<file path="config.mk">
export PLATFORM = sky130hd
export DESIGN_NAME = text_console_writer
export DESIGN_NICKNAME = d
export VERILOG_FILES = /design/src/rtl/text_console_writer_pkg.sv /design/src/rtl/text_console_writer_cursor.sv /design/src/rtl/text_console_writer.sv
export SDC_FILE = /design/constraint.sdc
export NUM_CORES = 1
export LEC_CHECK = 0
export CORE_ASPECT_RATIO = 1.1
export CORE_UTILIZATION = 60
export CTS_CLUSTER_SIZE = 25
export DETAILED_ROUTE_END_ITERATION = 7
export PLACE_DENSITY = 0.85
export SLEW_MARGIN = 20
export SYNTH_ARGS = -nofsm -noshare
export SYNTH_HDL_FRONTEND = slang
export SYNTH_SLANG_ARGS = --single-unit
</file>
<file path="constraint.sdc">
create_clock -name Clk -period 9.5 [get_ports Clk]
set_input_delay 2.375 -clock Clk [delete_from_list [all_inputs] [get_ports Clk]]
set_output_delay 2.375 -clock Clk [all_outputs]
set_load 0.02 [all_outputs]
</file>
<file path="src/rtl/text_console_writer_pkg.sv">
// Shared types and constants for the text console writer.
// Optional HT handling is enabled by defining TEXT_CONSOLE_TAB_EN.
package text_pkg;

   localparam int COLS_DEF   = 80;
   localparam int ROWS_DEF   = 30;
   localparam int ADDR_W_DEF = 12;

   typedef enum logic [2:0] {
      IDLE,
      PUT,
      CLEAR,
      SCR_RD,
      SCR_WR,
      SCR_CLR
   } state_t;

   localparam logic [7:0] CH_SPACE = 8'h20;
   localparam logic [7:0] CH_BS    = 8'h08;
   localparam logic [7:0] CH_HT    = 8'h09;
   localparam logic [7:0] CH_LF    = 8'h0A;
   localparam logic [7:0] CH_FF    = 8'h0C;
   localparam logic [7:0] CH_CR    = 8'h0D;

   // Bytes with bit 7 set fall outside this range and are dropped.
   function automatic logic is_printable(input logic [7:0] c);
      return (c >= 8'h20) && (c <= 8'h7E);
   endfunction

endpackage

</file>
<file path="src/rtl/text_console_writer_cursor.sv">
// Cursor row/column registers for the text console writer.
// scroll_req is combinational: it flags the op that wraps off the last row.
module console_cursor
   import text_pkg::*;
#(
   parameter int COLS = COLS_DEF,
   parameter int ROWS = ROWS_DEF
)(
   input  logic       clk,
   input  logic       reset,
   input  logic       op_adv,
   input  logic       op_nl,
   input  logic       op_cr,
   input  logic       op_back,
   input  logic       op_tab,
   input  logic       op_home,
   output logic [6:0] col,
   output logic [4:0] row,
   output logic       scroll_req
);

   localparam logic [6:0] LAST_COL = 7'(COLS - 1);
   localparam logic [4:0] LAST_ROW = 5'(ROWS - 1);

   logic [7:0] tab_col;
   logic       tab_wrap;
   logic       wrap;
   logic       at_last_row;

   // One extra bit so (col|7)+1 cannot overflow before the COLS compare.
   assign tab_col     = {1'b0, col | 7'd7} + 8'd1;
   assign tab_wrap    = tab_col >= 8'(COLS);
   assign at_last_row = (row == LAST_ROW);
   assign wrap        = op_nl || (op_adv && (col == LAST_COL)) || (op_tab && tab_wrap);
   assign scroll_req  = wrap && at_last_row;

   always_ff @(posedge clk) begin
      if (reset || op_home) begin
         col <= '0;
         row <= '0;
      end else if (wrap) begin
         col <= '0;
         if (!at_last_row)
            row <= row + 5'd1;
      end else if (op_adv) begin
         col <= col + 7'd1;
      end else if (op_tab) begin
         col <= tab_col[6:0];
      end else if (op_cr) begin
         col <= '0;
      end else if (op_back) begin
         if (col != '0) begin
            col <= col - 7'd1;
         end else if (row != '0) begin
            col <= LAST_COL;
            row <= row - 5'd1;
         end
      end
   end

endmodule

</file>
<file path="src/rtl/text_console_writer.sv">
// Character-stream writer for the text-mode VRAM: glyph writes, control codes, clear and scroll.
// Define TEXT_CONSOLE_TAB_EN to honour HT (0x09) as a tab stop every 8 columns.
module text_console_writer
   import text_pkg::*;
#(
   parameter int COLS   = COLS_DEF,
   parameter int ROWS   = ROWS_DEF,
   parameter int ADDR_W = ADDR_W_DEF
)(
   input  logic              Clk,
   input  logic              Reset,
   input  logic [7:0]        char_in,
   input  logic              char_inv,
   input  logic              char_valid,
   output logic              char_ready,
   output logic [ADDR_W-1:0] vram_addr,
   output logic              vram_we,
   output logic [7:0]        vram_wdata,
   output logic              vram_re,
   input  logic [7:0]        vram_rdata,
   output logic [6:0]        cursor_x,
   output logic [4:0]        cursor_y,
   output logic              busy
);

   localparam logic [ADDR_W-1:0] COLS_A    = ADDR_W'(COLS);
   localparam logic [ADDR_W-1:0] LAST_CELL = ADDR_W'(COLS * ROWS - 1);
   localparam logic [ADDR_W-1:0] LAST_ROW0 = ADDR_W'(COLS * (ROWS - 1));
   localparam logic [ADDR_W-1:0] SCR_LAST  = ADDR_W'(COLS * (ROWS - 1) - 1);

   state_t            state;
   logic [ADDR_W-1:0] idx;
   logic [ADDR_W-1:0] row_base;
   logic [ADDR_W-1:0] cur_addr;
   logic [7:0]        wdata_q;
   logic              put_adv;
   logic              take;
   logic              op_adv, op_nl, op_cr, op_back, op_tab, op_home;
   logic              scroll_req;

   assign char_ready = (state == IDLE) && !Reset;
   assign busy       = (state != IDLE);
   assign take       = char_valid && char_ready;

   // Scroll copies write the read-back byte in the cycle it arrives.
   assign vram_wdata = (state == SCR_WR) ? vram_rdata : wdata_q;

   generate
      if (COLS == 80) begin : g_shift_add
         assign row_base = ADDR_W'({cursor_y, 6'b0}) + ADDR_W'({cursor_y, 4'b0});
      end else begin : g_mul
         assign row_base = ADDR_W'(cursor_y) * COLS_A;
      end
   endgenerate

   assign cur_addr = row_base + ADDR_W'(cursor_x);

   always_comb begin
      op_cr   = 1'b0;
      op_nl   = 1'b0;
      op_back = 1'b0;
      op_tab  = 1'b0;
      if (take) begin
         case (char_in)
            CH_CR:   op_cr   = 1'b1;
            CH_LF:   op_nl   = 1'b1;
            CH_BS:   op_back = 1'b1;
`ifdef TEXT_CONSOLE_TAB_EN
            CH_HT:   op_tab  = 1'b1;
`endif
            default: ;
         endcase
      end
   end

   // Glyph writes advance the cursor after the write cycle; clear homes it on its last cell.
   assign op_adv  = (state == PUT) && put_adv;
   assign op_home = (state == CLEAR) && (vram_addr == LAST_CELL);

   console_cursor #(
      .COLS (COLS),
      .ROWS (ROWS)
   ) u_cursor (
      .clk        (Clk),
      .reset      (Reset),
      .op_adv     (op_adv),
      .op_nl      (op_nl),
      .op_cr      (op_cr),
      .op_back    (op_back),
      .op_tab     (op_tab),
      .op_home    (op_home),
      .col        (cursor_x),
      .row        (cursor_y),
      .scroll_req (scroll_req)
   );

   always_ff @(posedge Clk) begin
      if (Reset) begin
         state     <= IDLE;
         vram_we   <= 1'b0;
         vram_re   <= 1'b0;
         vram_addr <= '0;
         wdata_q   <= '0;
         idx       <= '0;
         put_adv   <= 1'b0;
      end else begin
         case (state)
            IDLE: begin
               if (take) begin
                  if (is_printable(char_in)) begin
                     state     <= PUT;
                     vram_we   <= 1'b1;
                     vram_addr <= cur_addr;
                     wdata_q   <= {char_inv, char_in[6:0]};
                     put_adv   <= 1'b1;
                  end else if (char_in == CH_BS) begin
                     // Stepping back from column 0 lands on the previous row's last cell: addr-1 either way.
                     if (cur_addr != '0) begin
                        state     <= PUT;
                        vram_we   <= 1'b1;
                        vram_addr <= cur_addr - ADDR_W'(1);
                        wdata_q   <= CH_SPACE;
                        put_adv   <= 1'b0;
                     end
                  end else if (char_in == CH_FF) begin
                     state     <= CLEAR;
                     vram_we   <= 1'b1;
                     vram_addr <= '0;
                     wdata_q   <= CH_SPACE;
                  end else if (scroll_req) begin
                     state     <= SCR_RD;
                     vram_re   <= 1'b1;
                     vram_addr <= COLS_A;
                     idx       <= '0;
                  end
               end
            end
            PUT: begin
               vram_we <= 1'b0;
               put_adv <= 1'b0;
               if (scroll_req) begin
                  state     <= SCR_RD;
                  vram_re   <= 1'b1;
                  vram_addr <= COLS_A;
                  idx       <= '0;
               end else begin
                  state <= IDLE;
               end
            end
            CLEAR, SCR_CLR: begin
               if (vram_addr == LAST_CELL) begin
                  state   <= IDLE;
                  vram_we <= 1'b0;
               end else begin
                  vram_addr <= vram_addr + ADDR_W'(1);
               end
            end
            SCR_RD: begin
               state     <= SCR_WR;
               vram_re   <= 1'b0;
               vram_we   <= 1'b1;
               vram_addr <= idx;
            end
            SCR_WR: begin
               if (idx == SCR_LAST) begin
                  state     <= SCR_CLR;
                  vram_addr <= LAST_ROW0;
                  wdata_q   <= CH_SPACE;
               end else begin
                  state     <= SCR_RD;
                  vram_we   <= 1'b0;
                  vram_re   <= 1'b1;
                  idx       <= idx + ADDR_W'(1);
                  vram_addr <= idx + COLS_A + ADDR_W'(1);
               end
            end
            default: begin
               state   <= IDLE;
               vram_we <= 1'b0;
               vram_re <= 1'b0;
            end
         endcase
      end
   end

endmodule

</file>
# Yosys cells after proc, flatten, opt, wreduce, memory -nomap -nowiden
# Index checks and enable logic that the tools add are counted.
totals:
  out_inout_bits: 36
  ff_bits: 50
  elab_cells: 159
classes:
  order_cmp: 2
  muxes: 72
  n_bitwise: 1
  n_eq_ne: 30
  reduce_logical: 34
  addsub: 11
ops:
  columns: ["op", "n"]
  rows:
  - ["2-to-1 mux 12 bit", 14]
  - ["one-hot mux 12 bit (5 select lines)", 1]
  - ["2-to-1 mux 8 bit", 7]
  - ["adder 12 x 1 -> 12 bit (second input constant)", 3]
  - ["one-hot mux 12 bit (3 select lines)", 1]
  - ["2-to-1 mux 5 bit", 7]
  - ["2-to-1 mux 7 bit", 5]
  - ["== test 8 x 4 -> 1 bit (second input constant)", 4]
  - ["== test 12 bit (second input constant)", 2]
  - ["2-to-1 mux 3 bit", 8]
  - ["2-to-1 mux 1 bit", 23]
  - ["!= test 2 bit (second input constant)", 9]
  - ["AND reduction 6 bit", 3]
  - ["one-hot mux 8 bit (2 select lines)", 1]
  - ["one-hot mux 3 bit (5 select lines)", 1]
  - ["adder 11 x 9 -> 12 bit", 1]
  - ["adder 12 x 7 -> 12 bit", 1]
  - ["adder 12 x 7 -> 12 bit (second input constant)", 1]
  - ["AND reduction 4 bit", 3]
  - ["nonzero test 12 bit", 1]
  - ["subtractor 12 x 1 -> 12 bit (second input constant)", 1]
  - ["AND reduction 5 bit", 2]
  - ["nonzero test 5 bit", 2]
  - ["nonzero test 3 bit", 3]
  - ["29 further kinds", 46]

# Logic depth before layout (Yosys ltp)
# Gate-level depths: netlist (run 1).
depth:
  word_depth: 12
  mapped_depth: 14
  mapped_depth_nobuf: 12

# Cells and area by module
# From an unflattened synthesis (run 1), not the netlist that was laid out.
hier_totals:
  cells_unflattened: 658
  hier_area_um2: 4759.6
modules_own_cells:
  columns: ["mod", "instances", "cells_per_inst", "area_each_um2"]
  rows:
  - ["text_console_writer", 1, 522, 3678.5]
  - ["console_cursor", 1, 136, 1081.0]

# Least setup slack after synthesis (run 1)
# Ideal clock, no wire load.
synth_timing:
  path_type: "input to output"
  startpoint: "input Reset"
  endpoint: "output char_ready"
  path_slack_ns: 4.037
  path_stages: 3
  n_path_buf: 2
  required_time_ns: 7.125
  t_arrival_ns: 3.088
  path_cell_list: "clkbuf_1 > clkbuf_1 > nor2_1"
synth_between:
  elab_chain_cells: 2
synth_rtl:
  columns: ["item", "line", "source"]
  rows:
  - ["from (decl)", "text_console_writer.sv:11", "input logic Reset,"]
  - ["logical NOT 1 bit", "text_console_writer.sv:41", "assign char_ready = (state == IDLE) && !Reset;"]
  - ["logical AND 1 bit", "text_console_writer.sv:41", null]
  - ["to (decl)", "text_console_writer.sv:15", "output logic char_ready,"]
# Every way passes these cells.

# Final worst setup path (run 1)
# Same ends and word-level chain as after synthesis.

==> results of run 1 <==
[metal layers]
layer	global-route usage, %	wire [um]
met4	13.42	474
met3	4.237	1036
met2	60.35	6646
met5	0	0
met1	46.48	5843
[flip-flops by register name, indices dropped and copies added, names as in the netlist]
| signal | flops |
|---|---|
| wdata_q | 8 |
| u_cursor.row | 5 |
| idx | 12 |
| put_adv | 1 |
| state | 3 |
| vram_addr | 12 |
| u_cursor.col | 7 |
| vram_we | 1 |
| vram_re | 1 |
[through the flow]
step	hold WS, ps	setup slack [ps]	power [uW]
after floorplan	432.1	4037	345.6
after global placement	430.1	3337	398.1
after detailed placement	438.2	3326	401.3
after CTS	453.0	3330	527.7
after global routing	472.9	3243	555.9
final	453.7	3323	535.9
[worst max-delay path, cell delays in order]
cell	delay (ps)
clkdlybuf4s50_1	450
buf_4	320
nor2_1	90
clkdlybuf4s50_1	540
[where the power goes]
part	switching (uW)	internal (uW)	total, uW
combinational	101	67.0	168
clock	80.7	52.0	133
sequential	16.7	218	235
[cell type report]
type                    count  area (um^2)
multi-input cells         523         3287
fillers                   617         1989
flip-flops and latches     50         1001
repair buffers             59        580.6
inverters                  30        112.6
well taps                  85        106.4
clock buffers               5        68.82
clock inverters             3        21.27
[kinds of logic after synthesis]
group | after synthesis | share of synthesized area (%)
adder cells (fa/ha/maj) | 20 | 5.987
multiplexers | 3 | 0.6866
XOR/XNOR | 32 | 6.152
AO/OA/AOI/OAI | 190 | 27.96
AND/OR/NAND/NOR | 278 | 31.37
flip-flops | 50 | 21.97
buffers and inverters | 64 | 5.878
[layout by cell type (no fill, tap or decap), drive strengths merged, types with 5 or more instances in the layout]
master         synthesis  layout
nand2                 87      87
a311oi                 7       7
clkbuf                24       5
nand2b                 7       7
nand3                 33      33
clkdlybuf4s50          0      55
or3                    6       6
nor2                  57      57
xnor2                 26      26
and3                   6       6
o21ai                 40      40
a211oi                11      11
nor3                  23      23
dfxtp                 50      50
ha                    17      17
nor4                  15      15
inv                   28      28
nand4                 11      11
a31oi                  7       7
a21oi                 55      55
xor2                   6       6
a221oi                 9       9
nor2b                  5       5
[worst paths after layout]
| check | from | slack, ps | end | depth (start not counted) |
|---|---|---|---|---|
| max reg2reg | u_cursor.row[0] | 5850 | vram_addr[5] | 11 |
| min | vram_re | 450 | vram_re | 2 |
| min reg2reg | vram_re | 450 | vram_re | 2 |
| max | Reset | 3320 | char_ready | 4 |
==> run_results.csv, run 1 <==
group,metric,value,unit
sta,post-route-min-period,6177,ps
place,dpl.hpwl,10.42,mm
synthesis,synth_seq_cells,50,
synthesis,synth_nets,677,
synthesis,synth_warnings,0,
synthesis,synth-seq-area-share,21.97,%
cells_and_area,areaGrowthSynthToFinish,13.65,%
synthesis,synth_cell_types,79,
setup_path,cp.required,7130,ps
clock_tree,cts_tree,"yes",
sta,setup_viol_count_final,0,
synthesis,synth_top_cell_by_area,"dfxtp_1",
clock_tree,h-tree-depth,2,
status,outcome,"complete, no violations",
drt,drt-wirelength-per-cell,18.54,um
min_path,hp-class,"flop to flop",
cells_and_area,final_util,72.24,%
place,place_area,0.005087,mm^2
sta,skew,10.66,ps
synthesis,synth.avg_cell_area,7.152,um^2
clock_tree,post_cts_buffers,0,
sta,final_max_slew_viol_count,0,
setup_path,worst_setup_path_end_kind,"output pin",
cells_and_area,drive_above_1_share,5.522,%
clock_tree,clockBufferDepth,2,
sta,setup_tns,0,ps
drt,drt-vias-per-instance,6.739,
clock_tree,clock-sinks,50,
sta,max_slew_margin,23.56,%
cells_and_area,nets,709,
die,num_rows,32,
cells_and_area,diodes,0,
synthesis,synth_ff_type,"dfxtp_1",
synthesis,syn_inst,637,
cells_and_area,post-route-cell-area,0.005177,mm^2
sta,period_share,65.02,%
power,cellPowerDensity,103.5,mW/mm^2
clock_tree,cts_hold_buf,0,
place,place_inst,747,
global_route,grt-ovfl-total,0,
sta,worst-slew-pin-transition,1142,ps
setup_path,start_kind,"primary input",
clock_tree,cts_resized,0,
clock_tree,cts_buffers,5,
flow_run,cap_viol_max_count,0,
sta,rsz0062_at_grt,"false",
synthesis,async_flop_share,0,%
die,die_w,85.08,um
sta,finalHoldViolations,0,
drt,routed_wl,14.00,mm
die,die_h,93.39,um
synthesis,netlist_area,0.004556,mm^2
synthesis,synth.area.top_cells,"dfxtp_1 22%, nand2_1 7.1%, a21oi_1 5.9%",
setup_path,setup.worst_path.class,"primary input to output pin",
drt,vias,5088,
sta,max_freq,161.9,MHz
global_route,grt_max_degree,33,
place,place_congestion,0.9354,
cells_and_area,final_cells,755,
drt,ant_nets,0,
die,initial_core_util,63.56,%
setup_path,arrival,3800,ps
global_route,grt_usage,35.68,%
place,numPortBuffers,55,
global_route,grt_pass1_wl,22.89,mm
setup_path,cp_max_fo,32,
power,total_leakage_power,0.001831,uW
drt,drcViolationCount,0,
power,peakVddDrop,0.00006422,V
clock_tree,clk_pin_slew,100,ps
synthesis,synth_top_cell_area_share,21.97,%
synthesis,synth.most_common_cell,"nand2_1",
synthesis,synth_common_cells,"86 x nand2_1, 57 x nor2_1, 54 x a21oi_1, 50 x dfxtp_1, 39 x o21ai_0",
clock_tree,cts_root_buf,"clkbuf_8",
global_route,antenna_found_initial,0,
clock_tree,clock_latency,320,ps
die,io-pin-count,56,
drt,drt_iter0_markers,434,
die,core_area,0.007167,mm^2
die,dieArea,0.007946,mm^2
drt,dr.pass1.iters,6,
synthesis,synth_edf_count,0,
global_route,grt_pass1_vias,4570,
Power figures use the tool's default switching activity.
==> inputs of run 2 (changes only) <==
--- a/config.mk
+++ b/config.mk
@@ -6,10 +6,10 @@
 export NUM_CORES = 1
 export LEC_CHECK = 0
 export CORE_ASPECT_RATIO = 1.1
-export CORE_UTILIZATION = 60
+export CORE_UTILIZATION = 57
 export CTS_CLUSTER_SIZE = 25
 export DETAILED_ROUTE_END_ITERATION = 7
-export PLACE_DENSITY = 0.85
+export PLACE_DENSITY = 0.81
 export SLEW_MARGIN = 20
 export SYNTH_ARGS = -nofsm -noshare
 export SYNTH_HDL_FRONTEND = slang
==> constraint.sdc (replaced) <==
create_clock -name Clk -period 6.4 [get_ports Clk]
set_input_delay 1.6 -clock Clk [delete_from_list [all_inputs] [get_ports Clk]]
set_output_delay 1.6 -clock Clk [all_outputs]
set_load 0.02 [all_outputs]
==> run 2 against run 1 <==
Effect of this change:
- design area increased by 1.3%
- hold slack worse by 9.1 ps
- die area is 5.1% higher
- clock power increased by 79%
- sequential power is 49% higher
- global-route usage decreased by 0.89 points
- setup slack got worse by 1600 ps
- core utilization shrank 3.2 points
- critical path type unchanged
- highest routed layer unchanged
==> run_results.csv, run 2 (synthesis gave the netlist of run 1 again) <==
group,metric,value,unit
setup_path,crit_family,"buffers and inverters",
flow_run,cap_viol_max_count,0,
global_route,grt_usage,34.80,%
setup_path,cp_slowest_cell,"clkdlybuf4s50_1",
setup_path,cp_max_fo,14,
clock_tree,clock-sinks,50,
setup_path,worst_setup_path_end_kind,"output pin",
drt,wl_met1,5.723,mm
clock_tree,clockBufferDepth,2,
drt,dr.pass1.iters,6,
setup_path,start_kind,"primary input",
sta,final_max_slew_viol_count,0,
cells_and_area,nets,711,
power,peakVddDrop,0.0001025,V
clock_tree,cts_tree,"yes",
place,place_area,0.005127,mm^2
min_path,hp-class,"flop to flop",
drt,routed_wl,14.25,mm
clock_tree,cts_resized,0,
cells_and_area,areaGrowthSynthToFinish,15.13,%
sta,finalHoldViolations,0,
drt,drt_iter0_markers,522,
sta,post-route-min-period,4698,ps
power,cellPowerDensity,159.4,mW/mm^2
cells_and_area,post-route-cell-area,0.005245,mm^2
die,die_h,95.77,um
sta,setup_viol_count_final,0,
die,initial_core_util,59.96,%
setup_path,cpMostUsedCell,"clkdlybuf4s50_1",
die,core_area,0.007597,mm^2
setup_path,cp.required,4800,ps
cells_and_area,drive_above_1_share,5.952,%
global_route,grt_pass1_vias,4657,
cells_and_area,ff_latch_area,0.001001,mm^2
die,io-pin-count,56,
drt,drcViolationCount,0,
clock_tree,cts_buffers,5,
cells_and_area,reg_top3,"idx: 12 flops, vram_addr: 12 flops, wdata_q: 8 flops",
clock_tree,cts_root_buf,"clkbuf_8",
setup_path,setup.worst_path.class,"primary input to output pin",
status,outcome,"complete, no violations",
sta,worst-slew-pin-transition,957.2,ps
die,dieArea,0.008355,mm^2
sta,rsz0062_at_grt,"false",
global_route,grt_pass1_wl,22.92,mm
sta,max_slew_margin,35.65,%
sta,layout_setup_ws,1702,ps
global_route,antenna_found_initial,0,
clock_tree,cts_hold_buf,0,
drt,route.met3.wl,1.199,mm
sta,period_share,73.41,%
cells_and_area,final_util,69.04,%
clock_tree,post_cts_buffers,0,
place,numPortBuffers,55,
drt,routed.top_layer,"met4",
drt,route.met2.wl,6.884,mm
global_route,grt-ovfl-total,0,
setup_path,path_cells,"clkdlybuf4s50_1, nor2_1, clkdlybuf4s50_1",
global_route,grt_max_degree,29,
power,total_leakage_power,0.001860,uW
place,post-place-ws,1670,ps
clock_tree,h-tree-depth,2,
die,num_rows,33,
sta,hold_slack,444.6,ps
drt,drt-wirelength-per-cell,18.33,um
clock_tree,clock_latency,320,ps
cells_and_area,layout_common_cells,"86 x nand2_1, 57 x nor2_1, 55 x clkdlybuf4s50_1",
cells_and_area,multi_input_area,0.003292,mm^2
sta,skew,9.819,ps
cells_and_area,final_common_cell,"nand2_1",
setup_path,arrival,3100,ps
setup_path,critPathMaxStageDelay,670,ps
drt,vias,5180,
cells_and_area,final.fill_count,664,
drt,drt-vias-per-instance,6.667,
setup_path,cp.buffers_inverters,2,
sta,setup_tns,0,ps
clock_tree,clk_pin_slew,100,ps
place,place_congestion,0.9256,
place,dpl.hpwl,10.65,mm
drt,ant_nets,0,
cells_and_area,diodes,0,
sta,max_freq,212.9,MHz
die,die_w,87.24,um
## run 2: final cells by class
class / instances / share of cell area, %
clock buffers: 5 / 1.312
clock inverters: 3 / 0.8349
inverters: 30 / 2.147
multi-input cells: 523 / 62.76
flip-flops and latches: 50 / 19.08
well taps: 105 / 2.505
repair buffers: 61 / 11.35
## run 2: stage by stage
stage,cells,total power (uW)
3_3_place_gp,769,593.4
2_1_floorplan,637,512.9
3_5_place_dp,769,595.8
6_report,777,836.0
4_1_cts,777,829.4
5_1_grt,777,868.7
## run 2: worst paths after layout
check	to	cells after the start	slack [ps]	startpoint
worst max-delay path	char_ready	3	1700	Reset
worst min register to register	vram_re	2	440	vram_re
worst max register to register	u_cursor.row[4]	12	2710	state[1]
worst min-delay path	vram_re	2	440	vram_re
## run 2: power breakdown
part	switching [uW]	leakage (uW)	internal (uW)	total, uW
clock network	120	0.0000585	117	238
logic	149	0.00140	99.8	249
registers	25.5	0.000404	324	349
## run 2: layer usage
layer | vias to the layer above | global-route usage (%)
met5 | - | 0
met4 | 0 | 14.21
met3 | 50 | 5.317
met2 | 317 | 59.70
met1 | 2383 | 43.50
li1 | 2430 | -
## run 2: worst reg2reg max path: stages, from the launching register on
cell and delay, ps:
dfxtp_1 630, nor3_4 500, inv_1 260, nor3_1 310, a32o_1 490, inv_1 260
ha_1 390, a21o_1 190, a21oi_1 160, xnor2_1 140, nand2_1 80, xnor2_1 130
nor2_1 50
==> inputs of run 3 (changes only) <==
--- a/config.mk
+++ b/config.mk
@@ -6,10 +6,10 @@
 export NUM_CORES = 1
 export LEC_CHECK = 0
 export CORE_ASPECT_RATIO = 1.1
-export CORE_UTILIZATION = 57
+export CORE_UTILIZATION = 52
 export CTS_CLUSTER_SIZE = 25
 export DETAILED_ROUTE_END_ITERATION = 7
-export PLACE_DENSITY = 0.81
+export PLACE_DENSITY = 0.78
 export SLEW_MARGIN = 20
 export SYNTH_ARGS = -nofsm -noshare
 export SYNTH_HDL_FRONTEND = slang
==> constraint.sdc (replaced) <==
create_clock -name Clk -period 3.84 [get_ports Clk]
set_input_delay 0.96 -clock Clk [delete_from_list [all_inputs] [get_ports Clk]]
set_output_delay 0.96 -clock Clk [all_outputs]
set_load 0.02 [all_outputs]
==> run 3 against run 2 <==
Effect of this change:
- design area is 2.6% higher
- cell count is 3.2% higher
- die area is 9.4% higher
- hold slack better by 7.8 ps
- combinational power is 73% higher
- non-clock buffer count is 19 higher
- sequential cell count stayed put
- routed wire length is 4.9% higher
- first-iteration DRC count is 3.3% higher
- critical endpoint is now vram_addr[5]
- highest routed layer unchanged
==> run_results.csv, run 3 (synthesis gave the netlist of run 1 again) <==
group,metric,value,unit
die,initial_core_util,53.90,%
drt,drt-vias-per-instance,6.455,
global_route,grt_usage,32.74,%
sta,finalHoldViolations,0,
power,cellPowerDensity,255.0,mW/mm^2
clock_tree,clock-sinks,50,
power,p_int,881.6,uW
setup_path,worst_setup_path_end_kind,"flop",
global_route,grt-ovfl-total,0,
drt,vias,5177,
cells_and_area,drive_above_1_share,8.394,%
setup_path,setup.worst_path.class,"flop to flop",
cells_and_area,reg_top3,"idx: 12 flops, vram_addr: 12 flops, wdata_q: 8 flops",
global_route,grt_pass1_vias,4843,
clock_tree,h-tree-depth,2,
die,io-pin-count,56,
sta,max_freq,277.3,MHz
power,p_seq_share,42.2,%
flow_run,cap_viol_max_count,0,
power,peakVddDrop,0.0001763,V
power,sw_frac_of_total,35.77,%
drt,dr.pass1.iters,5,
power,combPwrFrac,31.5,%
sta,final_max_slew_viol_count,0,
sta,worst-slew-pin-transition,727.9,ps
clock_tree,cts_root_buf,"clkbuf_8",
drt,ant_nets,0,
clock_tree,clk_pin_slew,110,ps
die,die_h,100.2,um
setup_path,r2r-end,"vram_addr[5]",
global_route,grt_pass1_wl,24.01,mm
clock_tree,cts_resized,0,
place,dpl.hpwl,11.45,mm
setup_path,path_cells,"inv_1, fa_1, inv_1, ha_1, a211oi_1, or3_1, o2bb2ai_1, nand4b_4, nand2_2, o21ai_0, a221oi_1",
setup_path,arrival,3830,ps
place,place_congestion,0.9464,
setup_path,critPathMaxStageDelay,580,ps
sta,period_share,93.92,%
die,dieArea,0.009140,mm^2
setup_path,cpMostUsedCell,"inv_1",
setup_path,cp_slowest_cell,"fa_1",
clock_tree,post_cts_buffers,0,
clock_tree,cts_buffers,5,
cells_and_area,diodes,0,
drt,drcViolationCount,0,
drt,routed_wl,14.95,mm
place,numPortBuffers,55,
drt,drt-wirelength-per-cell,18.64,um
drt,drt_iter0_markers,539,
power,p_clk_share,26.4,%
clock_tree,clock_latency,320,ps
setup_path,r2r_cells,11,
cells_and_area,nets,730,
setup_path,reg2reg_slack,230,ps
setup_path,timing.rr.start,"u_cursor.row[0]",
sta,max_slew_margin,51.03,%
setup_path,cp.required,4070,ps
min_path,hp-class,"flop to flop",
min_path,min_to,"vram_re",
sta,hold_slack,452.4,ps
global_route,antenna_found_initial,0,
die,num_rows,35,
place,place_inst,794,
sta,skew,13.25,ps
cells_and_area,final_cells,802,
min_path,min_from,"vram_re",
die,die_w,91.25,um
sta,setup_tns,0,ps
cells_and_area,final.fill_count,775,
global_route,grt_max_degree,27,
setup_path,cp_max_fo,14,
status,outcome,"complete, no violations",
cells_and_area,layout_common_cells,"86 x nand2_1, 57 x nor2_1, 55 x clkdlybuf4s50_1",
setup_path,crit_family,"compound AO/OA/AOI/OAI gates",
min_path,holdPathStages,2,
setup_path,start_kind,"flop",
cells_and_area,final_util,63.69,%
die,core_area,0.008452,mm^2
cells_and_area,final_common_cell,"nand2_1",
sta,rsz0062_at_grt,"false",
clock_tree,cts_tree,"yes",
sta,setup_viol_count_final,0,
clock_tree,cts_hold_buf,0,
cells_and_area,post-route-cell-area,0.005383,mm^2
clock_tree,clockBufferDepth,2,
cells_and_area,areaGrowthSynthToFinish,18.15,%
setup_path,cp.buffers_inverters,2,
power,p_switching,491.0,uW
sta,post-route-min-period,3607,ps
power,total_leakage_power,0.001947,uW
place,place_area,0.005278,mm^2
## run 3: power by group through the flow
stage                     clock network [uW]  logic (uW)  registers, uW
final                                    362         432            579
after global routing                     382         464            582
after CTS                                362         423            577
after detailed placement                   0         421            589
after global placement                     0         415            588
after floorplan                            0         265            590
## run 3: layout make-up
class | instances | area, um^2 | area share [%]
flip-flops and latches | 50 | 1001 | 18.60
clock buffers | 7 | 96.34 | 1.790
well taps | 111 | 138.9 | 2.580
clock inverters | 1 | 8.758 | 0.1627
inverters | 30 | 112.6 | 2.092
multi-input cells | 523 | 3287 | 61.06
repair buffers | 80 | 738.2 | 13.71
## run 3: tightest hold or removal path: cells and delay by family (launching register included)
kind                   cells  cell delay (ps)
AOI/OAI and AO/OA          1               50
buffers and inverters      1               50
DFF                        1              320
## run 3: metal layers
layer	wire length (um)	up-vias	part of all wire, %	track usage (%)
li1	-	2476	-	-
met5	0	-	0	0
met2	7261	236	49	56.00
met4	371	0	2.5	12.82
met1	6418	2430	43	41.93
met3	898	35	6.0	4.318
## run 3: worst max-delay path by stage
stage                               start      endpoint  slack, ps  depth (start not counted)
after floorplan           u_cursor.row[0]       vram_we        590                         11
after global placement         char_in[0]  vram_addr[5]        130                          8
after detailed placement       char_in[0]  vram_addr[5]         40                          8
after CTS                 u_cursor.row[0]  vram_addr[5]        270                         11
after global routing      u_cursor.row[0]  vram_addr[6]         50                         11
final                     u_cursor.row[0]  vram_addr[5]        230                         11
## run 3: metrics by stage
stage	setup WS, ps	power (uW)
floorplan	590.8	854.9
global placement	129.4	1004
detailed placement	44.13	1010
CTS	265.6	1362
global route	54.66	1428
finish	233.3	1373
